`config.mk`:
```
export PLATFORM = sky130hd
export DESIGN_NAME = alu_issue_sched
export DESIGN_NICKNAME = d
export VERILOG_FILES = /design/src/rtl/alu_issue_sched_pkg.sv /design/src/rtl/alu_issue_sched_rr_find_first.sv /design/src/rtl/alu_issue_sched.sv
export SDC_FILE = /design/constraint.sdc
export NUM_CORES = 1
export LEC_CHECK = 0
export ABC_AREA = 0
export BUFFER_PORTS_ARGS = -buffer_cell sky130_fd_sc_hd__buf_4
export CAP_MARGIN = 0
export CORE_MARGIN = 2
export CORE_UTILIZATION = 23
export DETAILED_ROUTE_END_ITERATION = 12
export PLACE_DENSITY = 0.35
export SLEW_MARGIN = 0
export SYNTH_ARGS = -nofsm -noshare
export SYNTH_HDL_FRONTEND = slang
export SYNTH_SLANG_ARGS = --single-unit
```
`constraint.sdc`:
```
create_clock -name clk -period 9.5 [get_ports clk]
set_input_delay 1.9 -clock clk [delete_from_list [all_inputs] [get_ports clk]]
set_output_delay 1.9 -clock clk [all_outputs]
set_load 0.01 [all_outputs]
```
`src/rtl/alu_issue_sched_pkg.sv`:
```
// Shared types and constants for the ALU issue scheduler.
package alu_issue_sched_pkg;

    localparam int unsigned NUM_SHARED_ALU = 2;
    // Owner index is stored at a fixed maximum width so the record type is parameter-independent.
    localparam int unsigned MAX_IDX_W = 8;

    typedef struct packed {
        logic                 valid;
        logic [MAX_IDX_W-1:0] idx;
    } alu_owner_t;

endpackage

```
`src/rtl/alu_issue_sched_rr_find_first.sv`:
```
// Circular first-set finder: scans i_req & ~i_mask starting at i_start.
module rr_find_first #(
    parameter int unsigned N = 8,
    parameter int unsigned W = $clog2(N)
) (
    input  logic [N-1:0] i_req,
    input  logic [W-1:0] i_start,
    input  logic [N-1:0] i_mask,
    output logic         o_found,
    output logic [W-1:0] o_idx
);

    logic [N-1:0] w_cand;
    logic [W-1:0] w_pos;

    assign w_cand = i_req & ~i_mask;

    // Walk the scan backwards so the last hit written is the first in scan order.
    always_comb begin
        o_found = 1'b0;
        o_idx   = '0;
        w_pos   = '0;
        for (int i = N - 1; i >= 0; i--) begin
            w_pos = i_start + W'(i);
            if (w_cand[w_pos]) begin
                o_found = 1'b1;
                o_idx   = w_pos;
            end
        end
    end

endmodule

```
`src/rtl/alu_issue_sched.sv`:
```
// Round-robin issue of ready RS entries onto a shared pool of ALUs, with owner tracking.
// Optional feature: define ALU_ISSUE_BYPASS_EN to let a completing ALU accept a new op the same cycle.
module alu_issue_sched
    import alu_issue_sched_pkg::*;
#(
    parameter int unsigned NUM_REQ = 8,
    parameter int unsigned NUM_ALU = NUM_SHARED_ALU,
    parameter int unsigned IDX_W   = $clog2(NUM_REQ)
) (
    input  logic                     clk,
    input  logic                     rst,
    input  logic                     flush,
    input  logic [NUM_REQ-1:0]       req_i,
    input  logic [NUM_ALU-1:0]       alu_busy_i,
    input  logic [NUM_ALU-1:0]       alu_done_i,
    output logic [NUM_REQ-1:0]       gnt_o,
    output logic [NUM_ALU-1:0]       alu_start_o,
    output logic [NUM_ALU*IDX_W-1:0] alu_sel_o,
    output logic [NUM_REQ-1:0]       inflight_o,
    output logic [NUM_REQ-1:0]       done_o
);

    localparam int unsigned SLOT_W = (NUM_ALU > 1) ? $clog2(NUM_ALU) : 1;

    alu_owner_t                        r_owner [NUM_ALU];
    logic [IDX_W-1:0]                  r_rr_ptr;
    logic [NUM_REQ-1:0]                r_done;

    logic                              w_active;
    logic [NUM_REQ-1:0]                w_inflight;
    logic [NUM_REQ-1:0]                w_elig;
    logic [NUM_ALU-1:0]                w_free;
    logic [NUM_ALU:0][NUM_REQ-1:0]     w_mask;
    logic [NUM_ALU-1:0]                w_found;
    logic [NUM_ALU-1:0][IDX_W-1:0]     w_idx;
    logic [NUM_REQ-1:0]                w_gnt;
    logic [NUM_ALU-1:0]                w_start;
    logic [NUM_ALU*IDX_W-1:0]          w_sel;
    logic [IDX_W-1:0]                  w_last;
    logic                              w_any;
    logic [NUM_REQ-1:0]                w_done_next;

    // Reset is asynchronous, so the combinational issue path is gated by it too.
    assign w_active = rst & ~flush;

    always_comb begin
        w_inflight = '0;
        for (int k = 0; k < NUM_ALU; k++) begin
            for (int r = 0; r < NUM_REQ; r++) begin
                if (r_owner[k].valid && (r_owner[k].idx == MAX_IDX_W'(r)))
                    w_inflight[r] = 1'b1;
            end
        end
    end

    assign w_elig   = req_i & ~w_inflight;
    assign w_mask[0] = '0;

    generate
        for (genvar gi = 0; gi < NUM_ALU; gi++) begin : g_alu
            // Stage gi finds the gi-th eligible entry in scan order.
            rr_find_first #(
                .N (NUM_REQ),
                .W (IDX_W)
            ) u_find (
                .i_req   (w_elig),
                .i_start (r_rr_ptr),
                .i_mask  (w_mask[gi]),
                .o_found (w_found[gi]),
                .o_idx   (w_idx[gi])
            );

            assign w_mask[gi+1] = w_mask[gi] |
                (w_found[gi] ? (NUM_REQ'(1) << w_idx[gi]) : '0);

`ifdef ALU_ISSUE_BYPASS_EN
            assign w_free[gi] = (!r_owner[gi].valid || alu_done_i[gi]) && !alu_busy_i[gi];
`else
            assign w_free[gi] = !r_owner[gi].valid && !alu_busy_i[gi];
`endif
        end
    endgenerate

    // The j-th free ALU (lowest index first) takes the j-th finder result.
    always_comb begin
        logic [SLOT_W-1:0] v_slot;
        w_gnt   = '0;
        w_start = '0;
        w_sel   = '0;
        w_last  = r_rr_ptr;
        w_any   = 1'b0;
        v_slot  = '0;
        for (int k = 0; k < NUM_ALU; k++) begin
            if (w_active && w_free[k] && w_found[v_slot]) begin
                w_gnt[w_idx[v_slot]]        = 1'b1;
                w_start[k]                  = 1'b1;
                w_sel[k*IDX_W +: IDX_W]     = w_idx[v_slot];
                w_last                      = w_idx[v_slot];
                w_any                       = 1'b1;
                v_slot                      = v_slot + SLOT_W'(1);
            end
        end
    end

    always_comb begin
        w_done_next = '0;
        for (int k = 0; k < NUM_ALU; k++) begin
            for (int r = 0; r < NUM_REQ; r++) begin
                if (!flush && alu_done_i[k] && r_owner[k].valid &&
                    (r_owner[k].idx == MAX_IDX_W'(r)))
                    w_done_next[r] = 1'b1;
            end
        end
    end

    always_ff @(posedge clk or negedge rst) begin
        if (!rst) begin
            for (int k = 0; k < NUM_ALU; k++)
                r_owner[k] <= '0;
            r_rr_ptr <= '0;
            r_done   <= '0;
        end else begin
            r_done <= w_done_next;
            if (flush) begin
                for (int k = 0; k < NUM_ALU; k++)
                    r_owner[k].valid <= 1'b0;
                r_rr_ptr <= '0;
            end else begin
                for (int k = 0; k < NUM_ALU; k++) begin
                    if (w_start[k]) begin
                        r_owner[k].valid <= 1'b1;
                        r_owner[k].idx   <= MAX_IDX_W'(w_sel[k*IDX_W +: IDX_W]);
                    end else if (alu_done_i[k]) begin
                        r_owner[k].valid <= 1'b0;
                    end
                end
                if (w_any)
                    r_rr_ptr <= w_last + IDX_W'(1);
            end
        end
    end

    assign gnt_o       = w_gnt;
    assign alu_start_o = w_start;
    assign alu_sel_o   = w_sel;
    assign inflight_o  = w_inflight;
    assign done_o      = r_done;

endmodule

```
# Word-level counts from Yosys, hierarchy flattened
# Index checks and enable logic that the tools add are counted.
dict set report totals {
  register_bits 19
  input_bits 15
  output_inout_bits 32
  word_cells 227
}
dict set report classes {
  add_sub_neg 8
  magnitude_cmp 13
  eq_ne 14
  shifts 1
  mux 122
  n_bitwise 7
  n_reduce_logical 56
}
# cell count
set op_table {}
lappend op_table {{2-to-1 mux 1 bit} 77}
lappend op_table {{2-to-1 mux 3 bit} 24}
lappend op_table {{binary-select mux 1 bit (select 3 bit)} 16}
lappend op_table {{logical AND 1 bit} 44}
lappend op_table {{less-than comparator 3 x 4 -> 1 bit (second input constant)} 10}
lappend op_table {{equality test 3 bit (second input constant)} 8}
lappend op_table {{2-to-1 mux 8 bit} 3}
lappend op_table {{AND 8 bit} 2}
lappend op_table {{logical NOT 8 bit} 2}
lappend op_table {{inverter 8 bit} 2}
lappend op_table {{adder 3 bit (second input constant)} 4}
lappend op_table {{equality test 3 x 2 -> 1 bit (second input constant)} 4}
lappend op_table {{OR 8 bit} 1}
lappend op_table {{left shift 1 x 3 -> 8 bit (first input constant)} 1}
lappend op_table {{adder 3 x 1 -> 3 bit (second input constant)} 2}
lappend op_table {{adder 3 x 2 -> 3 bit (second input constant)} 2}
lappend op_table {{demux 1 bit (select 3 bit)} 2}
lappend op_table {{equality test 3 x 1 -> 1 bit (second input constant)} 2}
lappend op_table {{greater-or-equal comparator 3 x 1 -> 1 bit (second input constant)} 2}
lappend op_table {{nonzero test 3 bit} 2}
lappend op_table {{logical NOT 1 bit} 5}
lappend op_table {{AND reduction 2 bit} 2}
lappend op_table {{less-than comparator 1 x 2 -> 1 bit (second input constant)} 1}
lappend op_table {{nonzero test 2 bit} 1}
lappend op_table {{2 further kinds} 2}

# Longest topological paths before layout
# Gate-level depths: netlist (run 1).
dict set report depth {
  ltp_word 38
  ltp_mapped 26
  depth_no_buf 20
}

# Modules after synthesis
# From an unflattened synthesis (run 1), not the netlist that was laid out.
dict set report unflattened {
  hier_cells 413
  hier_area_um2 3880.0
}
# module n_inst cells_each area_each_um2 seq_area_each_um2
set by_module_without_submodules {}
lappend by_module_without_submodules {rr_find_first 2 119 1241.2 0.0}
lappend by_module_without_submodules {alu_issue_sched 1 175 1397.6 475.5}

# Worst setup path after synthesis (run 1)
# Ideal clock, no wire load.
dict set report synth_path {
  path_type {register to output}
  startpoint {reg r_rr_ptr[0]}
  endpoint {out gnt_o[1]}
  t_arrival_ps 5656
  required_time_ps 7600
  setup_slack_ps 1944
  stages_incl_launch_ff 19
  n_path_buf 4
  cell_sequence {dfrtp_1 -> clkbuf_1 -> clkinv_1 -> clkbuf_1 -> buf_1 -> ha_1 -> clkinv_1 -> clkbuf_1 -> mux4_2 -> a31oi_1 -> nor3_1 -> o32ai_2 -> a211oi_2 -> a211oi_2 -> nor2_2 -> mux4_2 -> and4_1 -> o32a_1 -> o41ai_2}
}
dict set report synth_between {
  elab_chain_cells 33
  word_cells_on_any_way 95
  classes_between {add/sub (7); order compare (4); shift (1); mux (76); bitwise (3); reduce/logical (4)}
}
# element line
set synth_lines {}
lappend synth_lines {{from (decl)} alu_issue_sched.sv:26} ;# logic [IDX_W-1:0] r_rr_ptr;
lappend synth_lines {{from (signal assigned)} alu_issue_sched.sv:138} ;# r_rr_ptr <= w_last + IDX_W'(1);
lappend synth_lines {{adder 3 bit} alu_issue_sched_rr_find_first.sv:24} ;# w_pos = i_start + W'(i);
lappend synth_lines {{binary-select mux 1 bit (select 3 bit)} alu_issue_sched_rr_find_first.sv:25} ;# if (w_cand[w_pos]) begin
lappend synth_lines {{2-to-1 mux 1 bit (implied by the code)} alu_issue_sched_rr_find_first.sv:25}
lappend synth_lines {{2-to-1 mux 3 bit (8 in series)} alu_issue_sched_rr_find_first.sv:25}
lappend synth_lines {{left shift 1 x 3 -> 8 bit} alu_issue_sched.sv:74} ;# (w_found[gi] ? (NUM_REQ'(1) << w_idx[gi]) : '0);
lappend synth_lines {{2-to-1 mux 8 bit} alu_issue_sched.sv:74}
lappend synth_lines {{inverter 8 bit} alu_issue_sched_rr_find_first.sv:16} ;# assign w_cand = i_req & ~i_mask;
lappend synth_lines {{AND 8 bit} alu_issue_sched_rr_find_first.sv:16}
lappend synth_lines {{[2 not listed]} -}
lappend synth_lines {{2-to-1 mux 3 bit (8 in series)} alu_issue_sched_rr_find_first.sv:25}
lappend synth_lines {{2-to-1 mux 3 bit (implied by the code) (2 in series)} alu_issue_sched.sv:95} ;# w_gnt[w_idx[v_slot]] = 1'b1;
lappend synth_lines {{less-than comparator 3 x 4 -> 1 bit (implied by the code) / greater-or-equal comparator 3 x 1 -> 1 bit (equally long branches)} alu_issue_sched.sv:95}
lappend synth_lines {{logical AND 1 bit (implied by the code)} alu_issue_sched.sv:95}
lappend synth_lines {{2-to-1 mux 1 bit (implied by the code)} alu_issue_sched.sv:95}
lappend synth_lines {{demux 1 bit (select 3 bit)} alu_issue_sched.sv:95}
lappend synth_lines {{OR 8 bit (no source line)} -}
lappend synth_lines {{2-to-1 mux 8 bit *} alu_issue_sched.sv:94} ;# if (w_active && w_free[k] && w_found[v_slot]) begin
lappend synth_lines {{to (decl)} alu_issue_sched.sv:16} ;# output logic [NUM_REQ-1:0] gnt_o,
# Every way passes the cells marked *; elsewhere a longest branch is shown, timed or not. The select of a mux whose other input is x is not followed.

# Worst setup path after layout (run 1)
dict set report layout_path {
  startpoint {in req_i[3]}
  endpoint {out gnt_o[1]}
}
dict set report layout_between {
  elab_chain_cells 33
  word_cells_on_any_way 89
  classes_between {order compare (4); shift (1); mux (76); bitwise (4); reduce/logical (4)}
}
# element line
set layout_lines {}
lappend layout_lines {{from (decl)} alu_issue_sched.sv:13} ;# input logic [NUM_REQ-1:0] req_i,
lappend layout_lines {{AND 8 bit *} alu_issue_sched.sv:56} ;# assign w_elig = req_i & ~w_inflight;
lappend layout_lines {{binary-select mux 1 bit (select 3 bit)} alu_issue_sched_rr_find_first.sv:25}
lappend layout_lines {{2-to-1 mux 1 bit (implied by the code)} alu_issue_sched_rr_find_first.sv:25}
lappend layout_lines {{2-to-1 mux 3 bit (8 in series)} alu_issue_sched_rr_find_first.sv:25}
lappend layout_lines {{left shift 1 x 3 -> 8 bit} alu_issue_sched.sv:74}
lappend layout_lines {{2-to-1 mux 8 bit} alu_issue_sched.sv:74}
lappend layout_lines {{inverter 8 bit} alu_issue_sched_rr_find_first.sv:16}
lappend layout_lines {{AND 8 bit} alu_issue_sched_rr_find_first.sv:16}
lappend layout_lines {{[2 not listed]} -}
lappend layout_lines {{2-to-1 mux 3 bit (8 in series)} alu_issue_sched_rr_find_first.sv:25}
lappend layout_lines {{2-to-1 mux 3 bit (implied by the code) (2 in series)} alu_issue_sched.sv:95}
lappend layout_lines {{less-than comparator 3 x 4 -> 1 bit (implied by the code) / greater-or-equal comparator 3 x 1 -> 1 bit (equally long branches)} alu_issue_sched.sv:95}
lappend layout_lines {{logical AND 1 bit (implied by the code)} alu_issue_sched.sv:95}
lappend layout_lines {{2-to-1 mux 1 bit (implied by the code)} alu_issue_sched.sv:95}
lappend layout_lines {{demux 1 bit (select 3 bit)} alu_issue_sched.sv:95}
lappend layout_lines {{OR 8 bit (no source line)} -}
lappend layout_lines {{2-to-1 mux 8 bit *} alu_issue_sched.sv:94}
# Marked as above.

==> results.ini, run 1 <==
[outcome]
status = complete, no violations

[placed_design]
port_buffers = 46
place_congestion = 0.876
dp_hpwl_mm = 13.1

[route]
first_iter_violations = 368
antenna_left = 0
num_vias = 4561
wirelength_mm = 17.4
drc = 0
first_pass_iters = 5
vias_per_cell = 6.11
wl_per_cell_um = 23.3

[cts]
clk-insertion-delay-late_ns = 0.26
cts-root-buf = clkbuf_16
cts_resized = 0
clockBufferDepth = 2
cts_tree = built
path_clk_slew_ns = 0.06
ctsHoldBuffers = 0
cts.sinks = 19
htree_levels = 1
numCtsBuffers = 3
post_cts_buffers = 0

[die]
rows = 48
die_area_um2 = 18300
coreArea_um2 = 17100
chipHeight_um = 135
pin_count = 47
start_util = 0.233
die_x_um = 135

[timing]
slew_headroom = 0.226
max_freq_mhz = 113
finalHoldViolCount = 0
rsz0062_at_grt = false
finalMaxSlewViolations = 0
finalCritPeriodShare = 0.928
min_period_ns = 8.81
holdWs_ns = 0.623
setup_tns_ns = 0
worst_clock_skew_ns = 0.00610
finalSetupViolations = 0
tightestPinTransition_ns = 1.15

[flow_run]
max-cap-violations = 0

[logic_synthesis]
ys_seq_area_frac = 0.120
synthDistinctLibCells = 94
synth_edf_count = 0
synthesis.nets = 519
synth_top_flop_cell = dfrtp_1
synthCells = 501
avgSynthCellArea_um2 = 7.92
async_flop_share = 1.00
yosysWarnings = 0
synth_seq_cells = 19
synth_area_um2 = 3970

[critical_path]
required_ns = 7.60
crit_type = primary input to output port
arrival_ns = 6.91
worstPathMaxFanout = 13
critPathLaunchType = primary input
end_kind = output port

[grt]
grt_pass1_vias = 4351
antenna_found_initial = 0
grt_pass1_wl_mm = 26.7
grt_max_degree = 44
grt_usage = 0.186
grt_overflow = 0

[final_layout]
nNetsFinal = 540
drive_above_1_share = 0.225
area_delta_synth_final_pct = 15.3
utilization = 0.268
antenna_cells = 0

[power]
irDropWorstVdd_mv = 0.104
power.total_mw = 0.791
cellPowerDensity_nw_per_um2 = 173
p_leak_nw = 1.74

[min_path]
hold_path.class = register to register

-- placed cells by master (no fill, tap or decap), types with 7 or more instances in the layout --
cell      synthesis  routed
a21oi_1          32      32
mux2i_1          20      20
nand4_1          14      14
and3_1           13      13
mux4_2           18      18
nor3_1           14      14
nor2_1           37      37
a31oi_1          12      12
nand3_1          23      23
nand2_1          48      48
o21ai_0          14      14
o22ai_1          13      13
dfrtp_1          19      19
buf_4             4      60
nand2b_1          7       7
o221ai_1         12      12
a211oi_1          7       7
-- layout make-up --
class                      instances  area, um2
fill                            1879      12500
multi-input combinational        428       3250
sequential                        19        475
timing repair buffer              60        450
tap                              225        282
clock buffer                       3       75.1
inverter                          10       38.8
clock inverter                     1       5.00
-- flip-flops by register name, summed over array words and instances, names as in the netlist --
register and count:
done_o 8, r_owner 8, r_rr_ptr 3
-- cells by family (layout without fill, tap and decap cells) --
family / Yosys count / in the layout / synth area share
AOI/OAI and AO/OA: 185 / 185 / 0.376
xor gates and xnor gates: 5 / 5 / 0.0110
adders and majority gates: 3 / 3 / 0.00946
buffers and inverters: 54 / 74 / 0.0618
DFF: 19 / 19 / 0.120
muxes: 40 / 40 / 0.161
and+or+nand+nor: 195 / 195 / 0.261
-- cell usage after synthesis, drive strengths merged, types with 4 or more instances --
cell type,instances,area [um2]
nor3,14,70.1
a211o,6,53.8
nor2,39,151
and3,13,81.3
nand2,49,186
buf,20,116
o21bai,6,45.0
o22ai,13,81.3
a211oi,11,110
a32oi,4,35.0
a311oi,9,121
a21o,4,30.0
dfrtp,19,475
nand4b,6,52.6
mux2i,21,223
inv,7,26.3
o32ai,4,50.1
nand2b,7,43.8
nor2b,4,25.0
o221ai,12,105
o211ai,7,57.6
nand4,14,87.6
clkbuf,24,90.1
a21oi,33,169
mux4,18,405
a31oi,12,75.1
nand3,23,115
o21ai,19,98.9
o31a,4,35.0
a2111oi,6,90.1
-- report_power, final --
group	switching, mW	total [mW]	internal, mW
sequential	0.0343	0.126	0.0922
combinational	0.370	0.577	0.207
clock	0.0310	0.0874	0.0565
-- per-stage QoR --
step           cells  area, um2  worst slack, ns
3_5_place_dp     742       4500            0.813
4_1_cts          746       4580            0.790
5_1_grt          746       4580            0.434
2_1_floorplan    501       3970             1.94
3_3_place_gp     742       4500            0.782
6_report         746       4580            0.685
-- routing by layer --
metal,global-route usage,part of all wire,up-vias
li1,-,-,2072
met1,0.267,0.46,2285
met2,0.306,0.47,180
met3,0.0202,0.054,24
met4,0.0347,0.011,0
met5,0,0,-
-- critical path, cell delays in order --
cell and delay [ns]:
buf_4 0.09, nand3_1 0.46, mux4_2 0.60, or3_1 0.35
a32o_1 0.29, o32a_1 0.29, buf_4 0.22, a311oi_1 0.60
nor2_1 0.18, mux4_2 0.56, and3_1 0.22, a31o_1 0.30
clkinv_2 0.21, nand2_1 0.12, o41ai_2 0.33, buf_4 0.17
-- worst paths after layout --
kind,from,to,slack (ns),depth (start not counted)
setup / recovery,req_i[3],gnt_o[1],0.69,16
hold / removal,r_rr_ptr[2],r_rr_ptr[2],0.62,2
setup reg to reg,r_rr_ptr[1],r_rr_ptr[2],2.79,18
hold reg to reg,r_rr_ptr[2],r_rr_ptr[2],0.62,2
max in group asynchronous,rst,done_o[4],7.78,1
min in group asynchronous,rst,r_owner[10],1.51,1
No activity file was read; power rests on OpenSTA's default activity.
==> run 2: changes to the inputs <==
ABC_AREA = 1   (was 0)
CTS_BUF_LIST = sky130_fd_sc_hd__clkbuf_4   (was default)
PLACE_DENSITY = 0.36   (was 0.35)
clock period = 11.4 ns   (was 9.5 ns; I/O delays follow)
==> run 2 against run 1 <==
  * Clock-buffer cell count unchanged
  * Cell count decreased by 12%
  * Critical path depth increased by 17
  * Critical endpoint is now gnt_o[6]
  * First-iteration DRC count decreased by 39%
  * Clock skew increased by 0.012 ns
==> results.ini, run 2 <==
[outcome]
status = complete, no violations

[flow_run]
max-cap-violations = 0  ; unchanged

[die]
die_area_um2 = 13500  ; -26%
rows = 40  ; -17%
die_x_um = 116  ; -14%
chipHeight_um = 116  ; -14%
start_util = 0.238  ; +0.00541
coreArea_um2 = 12200  ; -29%
pin_count = 47  ; unchanged

[logic_synthesis]
synth.area.top_cells = dfrtp_1 16%, nand2_1 16%, nand3_1 14%
synthesis.nets = 470  ; -9.4%
async_flop_share = 1.00  ; unchanged
synthCells = 452  ; -9.8%
synth_seq_cells = 19  ; unchanged
yosysWarnings = 0  ; unchanged
synth_area_um2 = 2900  ; -27%
synthDominantCellAreaShare = 0.164  ; +0.0444
synthDistinctLibCells = 39  ; -59%
ys_seq_area_frac = 0.164  ; +0.0444
synth_area_leader_cell = dfrtp_1
synth_top_flop_cell = dfrtp_1
avgSynthCellArea_um2 = 6.41  ; -19%
synth.most_common_cell = nand2_1
netlist_top_cells_count = 120 x nand2_1, 81 x nand3_1, 40 x inv_1
synth_edf_count = 0  ; unchanged

[power]
clock_power_share = 0.044  ; -0.066
p_leak_nw = 1.78  ; +2.0%
swShare = 0.642  ; +0.0915
seq_power_share = 0.155  ; -0.005
comb_power_share = 0.801  ; +0.071
intPower_mw = 0.298  ; -16%
irDropWorstVdd_mv = 0.0748  ; -28%
p_sw_mw = 0.534  ; +23%
cellPowerDensity_nw_per_um2 = 248  ; +43%

[grt]
antenna_found_initial = 0  ; unchanged
grt_pass1_vias = 3110  ; -29%
grt.busiest_layer = met2
use_met2 = 0.268  ; -0.0380
grt_usage = 0.162  ; -0.0247
grt_use_met3 = 0.0161  ; -0.00411
grt_pass1_wl_mm = 16.9  ; -36%
grt_overflow = 0  ; unchanged
grt_max_degree = 21  ; -52%
use_met1 = 0.228  ; -0.0385

[cts]
numCtsBuffers = 3  ; unchanged
clk-insertion-delay-late_ns = 0.31  ; +0.05 ns
post_cts_buffers = 0  ; unchanged
htree_levels = 1  ; unchanged
cts_resized = 0  ; unchanged
cts_tree = built
cts-root-buf = clkbuf_4
path_clk_slew_ns = 0.13  ; +0.07 ns
clockBufferDepth = 2  ; unchanged
ctsHoldBuffers = 0  ; unchanged
cts.sinks = 19  ; unchanged

[critical_path]
crit_type = register to output port
worstPathMaxFanout = 15  ; +2
cpPeakStageDelay_ns = 0.79  ; +0.19 ns
required_ns = 9.12  ; +1.52 ns
end_kind = output port
crit_top_cell = nand2_1
arrival_ns = 5.67  ; -1.24 ns
critPathLaunchType = register
critPathSlowestCell = ha_1

[final_layout]
antenna_cells = 0  ; unchanged
instances_no_fill = 653  ; -12%
final_cell_area_um2 = 3350  ; -27%
n_fill_cell = 1362  ; -28%
seqCellArea_um2 = 475  ; unchanged
drive_above_1_share = 0.287  ; +0.0620
multi_input_area_um2 = 2030  ; -38%
nNetsFinal = 504  ; -6.7%
mostFrequentLayoutCells = 120 x nand2_1, 81 x nand3_1, 47 x buf_4, 40 x inv_1, 23 x nand3_2
area_delta_synth_final_pct = 15.8
final_common_cell = nand2_1

[timing]
finalSetupViolations = 0  ; unchanged
worst_clock_skew_ns = 0.0176  ; +0.0115 ns
tightestPinTransition_ns = 0.654  ; -0.498 ns
finalMaxSlewViolations = 0  ; unchanged
min_period_ns = 7.95
finalHoldViolCount = 0  ; unchanged
finalCritPeriodShare = 0.697
setup_tns_ns = 0  ; unchanged
slew_headroom = 0.564  ; +0.338
max_freq_mhz = 126
rsz0062_at_grt = false

[route]
first_pass_iters = 4  ; -1
drc = 0  ; unchanged
wl_per_cell_um = 16.2  ; -30%
wirelength_mm = 10.6  ; -39%
antenna_left = 0  ; unchanged
vias_per_cell = 4.80  ; -21%
num_vias = 3136  ; -31%
first_iter_violations = 224  ; -39%

[placed_design]
dp.cells = 649  ; -13%
dp_hpwl_mm = 8.70  ; -33%
port_buffers = 46  ; unchanged
place_area_um2 = 3320  ; -26%
place_congestion = 0.808  ; -7.8%

[min_path]
hold_path.class = register to register

## run 2: cell count changes after synthesis, sizes merged, moves of 12 or more
cell    change
a21oi      -21
mux2i      -21
nand4      +20
o221ai     -12
a31oi      -12
inv        +54
mux4       -18
nand2      +89
clkbuf     -23
and3       -13
nor3       -13
nand3      +82
nor2       -13
## run 2: per-stage QoR
| step | util | setup WS, ns | power, mW | hold slack (ns) |
|---|---|---|---|---|
| 4_1_cts | 0.276 | 3.40 | 0.838 | 0.744 |
| 3_3_place_gp | 0.273 | 3.62 | 0.810 | 0.745 |
| 5_1_grt | 0.276 | 2.88 | 0.925 | 0.807 |
| 6_report | 0.276 | 3.45 | 0.832 | 0.754 |
| 3_5_place_dp | 0.273 | 3.65 | 0.799 | 0.725 |
| 2_1_floorplan | - | 4.54 | 0.663 | 0.579 |
## run 2: kinds of logic after synthesis
family                   share of synthesized area
adder cells (fa/ha/maj)                     0.0130
AO/OA/AOI/OAI                               0.0847
buffers and inverters                        0.135
XOR/XNOR                                    0.0112
AND/OR/NAND/NOR                              0.592
flip-flops                                   0.164
## run 2: cell type report
| cell class | count | share of cell area |
|---|---|---|
| clock buffers | 3 | 0.00671 |
| clock inverters | 1 | 0.00224 |
| inverters | 62 | 0.0761 |
| multi-input cells | 353 | 0.605 |
| flip-flops and latches | 19 | 0.142 |
| well taps | 168 | 0.0627 |
| repair buffers | 47 | 0.105 |
## run 2: worst max-delay path: cells and delay by family, from the launching register on
| kind | cells | cell delay (ns) |
|---|---|---|
| AOI/OAI and AO/OA | 1 | 0.22 |
| adders and majority gates | 1 | 0.79 |
| buffers and inverters | 5 | 1.13 |
| DFF | 1 | 0.78 |
| and+or+nand+nor | 26 | 2.43 |
## run 2: final timing paths
check	startpoint	end	slack, ns	depth (start not counted)
min in group asynchronous	rst	r_rr_ptr[2]	1.81	1
max in group asynchronous	rst	done_o[2]	9.36	1
worst max-delay path	r_rr_ptr[1]	gnt_o[6]	3.45	33
worst min register to register	r_owner[8]	r_owner[8]	0.75	2
worst max register to register	r_rr_ptr[1]	r_rr_ptr[1]	5.83	34
worst min-delay path	r_owner[8]	r_owner[8]	0.75	2
## run 2: power by group through the flow
| stage | sequential (mW) | clock, mW | combinational (mW) |
|---|---|---|---|
| 2_1_floorplan | 0.0885 | 0 | 0.575 |
| 3_3_place_gp | 0.131 | 0 | 0.679 |
| 3_5_place_dp | 0.131 | 0 | 0.669 |
| 4_1_cts | 0.129 | 0.0374 | 0.671 |
| 5_1_grt | 0.132 | 0.0411 | 0.752 |
| 6_report | 0.129 | 0.0363 | 0.666 |
## run 2: layer usage
metal / part of all wire / vias to the layer above
li1: - / 1588
met1: 0.48 / 1457
met2: 0.46 / 79
met3: 0.039 / 12
met4: 0.017 / 0
met5: 0 / -
